==> src/rtl/spi_frame_tx_if.sv <==
// Bus bundle between spi_frame_tx, its upstream 4:1 mux and the SPI link.
// The master modport is the transmitter's view; slave is the environment's view.
interface spi_frame_tx_if #(
    parameter int BUS_WIDTH = 8
);
    logic                 start;
    logic [1:0]           mux_ctl;
    logic [BUS_WIDTH-1:0] mux_data;
    logic                 spi_sclk;
    logic                 spi_mosi;
    logic                 spi_cs_n;
    logic                 busy;
    logic                 done;

    modport master (
        input  start,
        input  mux_data,
        output mux_ctl,
        output spi_sclk,
        output spi_mosi,
        output spi_cs_n,
        output busy,
        output done
    );

    modport slave (
        output start,
        output mux_data,
        input  mux_ctl,
        input  spi_sclk,
        input  spi_mosi,
        input  spi_cs_n,
        input  busy,
        input  done
    );
endinterface

==> src/rtl/spi_frame_tx.sv <==
// Frame sequencer + SPI mode-0 serialiser: walks mux_ctl over FRAME_WORDS words under one cs_n.
// Define SPI_LSB_FIRST_EN to shift each word LSB first; default build is MSB first.
module spi_frame_tx #(
    parameter int BUS_WIDTH   = 8,
    parameter int CLK_DIV     = 4,
    parameter int FRAME_WORDS = 4
) (
    input logic            clk,
    input logic            rst,
    spi_frame_tx_if.master bus
);
    localparam int BIT_W = (BUS_WIDTH > 1) ? $clog2(BUS_WIDTH) : 1;
    localparam int DIV_W = (CLK_DIV > 1) ? $clog2(CLK_DIV) : 1;
    localparam logic [BIT_W-1:0] BIT_LAST  = BIT_W'(BUS_WIDTH - 1);
    localparam logic [DIV_W-1:0] DIV_MAX   = DIV_W'(CLK_DIV - 1);
    localparam logic [1:0]       WORD_LAST = 2'(FRAME_WORDS - 1);
`ifdef SPI_LSB_FIRST_EN
    localparam int OUT_BIT = 0;
`else
    localparam int OUT_BIT = BUS_WIDTH - 1;
`endif

    typedef enum logic [1:0] {IDLE, LOAD, SHIFT, TAIL} state_t;

    state_t               state_q, state_d;
    logic [1:0]           mux_ctl_q, mux_ctl_d;
    logic [1:0]           word_q, word_d;
    logic [BUS_WIDTH-1:0] shift_q, shift_d;
    logic [BUS_WIDTH-1:0] shifted;
    logic [BIT_W-1:0]     bit_q, bit_d;
    logic [DIV_W-1:0]     div_q, div_d;
    logic                 sclk_q, sclk_d;
    logic                 mosi_q, mosi_d;
    logic                 cs_n_q, cs_n_d;
    logic                 busy_q, busy_d;
    logic                 done_q, done_d;

    always_ff @(posedge clk or posedge rst) begin
        if (rst) begin
            state_q   <= IDLE;
            mux_ctl_q <= '0;
            word_q    <= '0;
            shift_q   <= '0;
            bit_q     <= '0;
            div_q     <= '0;
            sclk_q    <= 1'b0;
            mosi_q    <= 1'b0;
            cs_n_q    <= 1'b1;
            busy_q    <= 1'b0;
            done_q    <= 1'b0;
        end else begin
            state_q   <= state_d;
            mux_ctl_q <= mux_ctl_d;
            word_q    <= word_d;
            shift_q   <= shift_d;
            bit_q     <= bit_d;
            div_q     <= div_d;
            sclk_q    <= sclk_d;
            mosi_q    <= mosi_d;
            cs_n_q    <= cs_n_d;
            busy_q    <= busy_d;
            done_q    <= done_d;
        end
    end

    always_comb begin
        state_d   = state_q;
        mux_ctl_d = mux_ctl_q;
        word_d    = word_q;
        shift_d   = shift_q;
        bit_d     = bit_q;
        div_d     = div_q;
        sclk_d    = sclk_q;
        mosi_d    = mosi_q;
        cs_n_d    = cs_n_q;
        busy_d    = busy_q;
        done_d    = 1'b0;
`ifdef SPI_LSB_FIRST_EN
        shifted   = shift_q >> 1;
`else
        shifted   = shift_q << 1;
`endif

        case (state_q)
            IDLE: begin
                if (bus.start) begin
                    mux_ctl_d = '0;
                    word_d    = '0;
                    busy_d    = 1'b1;
                    state_d   = LOAD;
                end
            end
            LOAD: begin
                shift_d = bus.mux_data;
                mosi_d  = bus.mux_data[OUT_BIT];
                cs_n_d  = 1'b0;
                sclk_d  = 1'b0;
                bit_d   = '0;
                div_d   = '0;
                state_d = SHIFT;
            end
            SHIFT: begin
                if (div_q == DIV_MAX) begin
                    div_d  = '0;
                    sclk_d = ~sclk_q;
                    // Only the falling edge advances the bit/word position.
                    if (sclk_q) begin
                        if (bit_q != BIT_LAST) begin
                            shift_d = shifted;
                            mosi_d  = shifted[OUT_BIT];
                            bit_d   = bit_q + 1'b1;
                        end else if (word_q != WORD_LAST) begin
                            mux_ctl_d = mux_ctl_q + 2'd1;
                            word_d    = word_q + 2'd1;
                            state_d   = LOAD;
                        end else begin
                            state_d = TAIL;
                        end
                    end
                end else begin
                    div_d = div_q + 1'b1;
                end
            end
            TAIL: begin
                if (div_q == DIV_MAX) begin
                    div_d     = '0;
                    cs_n_d    = 1'b1;
                    mosi_d    = 1'b0;
                    busy_d    = 1'b0;
                    done_d    = 1'b1;
                    mux_ctl_d = '0;
                    word_d    = '0;
                    state_d   = IDLE;
                end else begin
                    div_d = div_q + 1'b1;
                end
            end
            default: state_d = IDLE;
        endcase
    end

    assign bus.mux_ctl  = mux_ctl_q;
    assign bus.spi_sclk = sclk_q;
    assign bus.spi_mosi = mosi_q;
    assign bus.spi_cs_n = cs_n_q;
    assign bus.busy     = busy_q;
    assign bus.done     = done_q;
endmodule

==> src/flat_wrapper.sv <==
// flat-port wrapper written by rule: the top's interface ports become plain ports
module spi_frame_tx_flat 
#(
    parameter int BUS_WIDTH   = 8,
    parameter int CLK_DIV     = 4,
    parameter int FRAME_WORDS = 4
)
  (clk, rst, bus_start, bus_mux_data, bus_mux_ctl, bus_spi_sclk, bus_spi_mosi, bus_spi_cs_n, bus_busy, bus_done);
  spi_frame_tx_if #(.BUS_WIDTH(BUS_WIDTH)) bus_i ();
  input logic clk;
  input logic rst;
  input wire logic [$bits(bus_i.start)-1:0] bus_start;
  input wire logic [$bits(bus_i.mux_data)-1:0] bus_mux_data;
  output wire logic [$bits(bus_i.mux_ctl)-1:0] bus_mux_ctl;
  output wire logic [$bits(bus_i.spi_sclk)-1:0] bus_spi_sclk;
  output wire logic [$bits(bus_i.spi_mosi)-1:0] bus_spi_mosi;
  output wire logic [$bits(bus_i.spi_cs_n)-1:0] bus_spi_cs_n;
  output wire logic [$bits(bus_i.busy)-1:0] bus_busy;
  output wire logic [$bits(bus_i.done)-1:0] bus_done;
  assign bus_i.start = bus_start;
  assign bus_i.mux_data = bus_mux_data;
  assign bus_mux_ctl = bus_i.mux_ctl;
  assign bus_spi_sclk = bus_i.spi_sclk;
  assign bus_spi_mosi = bus_i.spi_mosi;
  assign bus_spi_cs_n = bus_i.spi_cs_n;
  assign bus_busy = bus_i.busy;
  assign bus_done = bus_i.done;
  spi_frame_tx #(.BUS_WIDTH(BUS_WIDTH), .CLK_DIV(CLK_DIV), .FRAME_WORDS(FRAME_WORDS)) u_core (.clk(clk), .rst(rst), .bus(bus_i));
endmodule
==> config.mk <==
export PLATFORM = sky130hd
export DESIGN_NAME = spi_frame_tx_flat
export DESIGN_NICKNAME = d
export VERILOG_FILES = /design/src/rtl/spi_frame_tx_if.sv /design/src/rtl/spi_frame_tx.sv /design/src/flat_wrapper.sv
export SDC_FILE = /design/constraint.sdc
export NUM_CORES = 1
export LEC_CHECK = 0
export ABC_AREA = 1
export CORE_MARGIN = 3
export CORE_UTILIZATION = 50
export DETAILED_ROUTE_END_ITERATION = 16
export GPL_TIMING_DRIVEN = 0
export PLACE_DENSITY = 0.85
export SETUP_SLACK_MARGIN = 0.02
export SLEW_MARGIN = 10
export SYNTH_ARGS = -nofsm -noshare
export SYNTH_HDL_FRONTEND = slang
export SYNTH_SLANG_ARGS = --single-unit
==> constraint.sdc <==
create_clock -name clk -period 2.77 [get_ports clk]
set_clock_uncertainty 0.1 [all_clocks]
set_input_delay 0.554 -clock clk [delete_from_list [all_inputs] [get_ports clk]]
set_output_delay 0.554 -clock clk [all_outputs]
set_load 0.1 [all_outputs]
==> metrics.cfg <==
[status]
status = finished clean

[detailed_routing]
wl_per_cell_um = 12.0
vias_per_cell = 5.26
final_antenna_net_count = 0
firstDrtPassIters = 4
route.detailed.drc = 0
vias = 967
drtIter0Drc = 34
drt_wl_total_um = 2210

[logic_synthesis]
synth_top_cell_area_share_pct = 48.8
syn_avg_cell_area_um2 = 8.30
synth.largest_area_cell = dfrtp_1
synth_ff_type = dfrtp_1
yosys_warnings = 0
syn-num-nets = 151
yosys-top-cells-area = dfrtp_1 49%, nand2_1 16%, o21ai_0 7.1%
syn_inst = 136
yosysSeqAreaShare_pct = 51.1
ys_seq_elements = 23
yosysUniqueCellTypes = 18
synthArstFlopShare_pct = 100
syn_area_um2 = 1130
synth_edf_count = 0

[power]
ir_drop_mv = 0.258
powerDensity_nw_per_um2 = 380
power_leakage_nw = 0.666

[worst_setup_path]
r2r_cells = 7
r2r_slack_ns = 0.95
r2r-start = u_core.bit_q[0]
crit_path_start_kind = flip-flop
critPathMaxFanout = 2
critPathKind = flip-flop to output port
r2r_end = u_core.word_q[1]
worstSetupEndpointType = output port
path_cells = clkdlybuf4s50_1
critPathSlowestCell = clkdlybuf4s50_1
path_buf_inv = 1
critical_path_required_ns = 2.12
critical-path-top-delay-family = buffers and inverters
arrival_ns = 1.99
critPathMaxStageDelay_ns = 1.12

[clock_network]
cts_resized = 0
post-cts-setup-buffers = 0
holdBufCountCts = 0
tritoncts = built
clockRootBuffer = clkbuf_4
clk_path_buf_depth = 2
cts.sinks = 23
clk_pin_slew_ns = 0.12
cts_made_buffers = 3
cts_htree_levels = 1
clkLatencyLatePin_ns = 0.32

[sta]
slew_viol_final = 0
relSlewSlack_pct = 35.2
fmax_mhz = 378
final-hold-violation-count = 0
setup_tns_ns = 0
fin_crit_ns = 2.64
setup_viol = 0
period_share_pct = 95.5
tightestPinTransition_ns = 0.969
rsz0062_at_grt = false

[final_layout]
drive_above_1_share_pct = 6.37
most-common-layout-cells = 48 x nand2_1, 22 x dfrtp_1, 17 x clkdlybuf4s50_1
utilization_pct = 66.5
nets = 173
layout_commonest_cell = nand2_1
syn_to_final_growth_pct = 20.4
n_antenna_cell = 0

[min_path]
hold_start = u_core.bus.spi_cs_n
hold_depth = 2
whs_endpoint = u_core.bus.spi_cs_n
hold_class = flip-flop to flip-flop

[global_route]
grt_max_degree = 24
grt_util_all_layers_pct = 17.8
grt_pass1_wl_um = 3710
overflow = 0
antenna_found_initial = 0
grt_pass1_vias = 912

[floorplan]
start_util_pct = 55.3
die_h_um = 53.5
fp.coreArea_um2 = 2040
fp.dieW_um = 53.5
io_pins = 18
die_area_um2 = 2860
rows = 16

[placed_design]
place.gp.congestion = 0.784
io_buffers = 17
dp_hpwl_um = 1640

[run]
max_cap_viol_count = 0

-- layout make-up --
cell class	instances	area [µm²]
Timing Repair Buffer	17	170
Tap cell	27	33.8
Inverter	17	63.8
Fill cell	189	683
Clock buffer	4	26.3
Multi-Input combinational cell	94	473
Sequential cell	23	577
Buffer	2	15.0
-- logic make-up (layout without fill, tap and decap cells) --
logic type,Yosys count,count (layout),synth area share [%]
AO/OA/AOI/OAI,20,20,9.76
adder cells (fa/ha/maj),4,4,4.43
buffers and inverters,19,40,6.98
flip-flops,23,23,51.1
AND/OR/NAND/NOR,70,70,27.7
-- flip-flops by register name, indices dropped and copies added (netlist names) --
name / cells
u_core.div_q: 2
u_core.shift_q: 7
u_core.bus.busy: 1
u_core.bus.mux_ctl: 2
u_core.state_q: 2
u_core.bit_q: 3
u_core.bus.spi_mosi: 1
u_core.bus.spi_sclk: 1
u_core.bus.spi_cs_n: 1
u_core.word_q: 2
u_core.bus.done: 1
-- through the flow --
stage	worst slack, ns	cells	power (mW)	instance area (µm²)	hold WS, ns
after floorplan	0.798	136	0.347	1130	0.346
after global placement	0.486	180	0.363	1330	0.352
after detailed placement	0.475	180	0.364	1330	0.364
after CTS	0.104	184	0.523	1360	0.393
after global routing	0.0820	184	0.531	1360	0.411
final	0.126	184	0.516	1360	0.391
-- Yosys cell counts (2+ instances only) --
library cell / n
nand4_1: 4
inv_1: 16
ha_1: 4
nand2_1: 48
dfrtp_1: 22
o21ai_0: 16
buf_4: 2
a22o_1: 2
nand3_1: 9
nor2_1: 5
-- report_power, final --
group / internal, mW / leakage [nW] / total [mW] / switching (mW)
clock: 0.0564 / 0.0150 / 0.160 / 0.103
combinational: 0.0124 / 0.363 / 0.0209 / 0.00850
sequential: 0.336 / 0.288 / 0.336 / 0
total: 0.405 / 0.666 / 0.516 / 0.112
-- layer usage --
| metal | up-vias | track usage, % | wire length (µm) |
|---|---|---|---|
| met2 | 34 | 30.4 | 1060 |
| met4 | 0 | 7.66 | 35 |
| met3 | 5 | 2.54 | 122 |
| met1 | 448 | 22.1 | 988 |
| li1 | 480 | - | - |
| met5 | - | 0 | 0 |
-- worst max path at each step --
stage,start,end,slack [ns],cells after the start
after floorplan,u_core.bus.spi_sclk,u_core.bus.mux_ctl[1],0.80,5
after global placement,u_core.bus.spi_cs_n,bus_spi_cs_n,0.49,1
after detailed placement,u_core.bus.spi_cs_n,bus_spi_cs_n,0.48,1
after CTS,u_core.bus.spi_cs_n,bus_spi_cs_n,0.10,1
after global routing,u_core.bus.spi_cs_n,bus_spi_cs_n,0.08,1
final,u_core.bus.spi_cs_n,bus_spi_cs_n,0.13,1
-- worst reg2reg max path: stages, from the launching register on --
cell and delay (ns):
dfrtp_1 0.40, ha_1 0.17, ha_1 0.16, inv_1 0.08
o21ai_1 0.38, nand3_1 0.24, nand2_1 0.12, nand2_1 0.06
No activity file was read; power rests on OpenSTA's default activity.
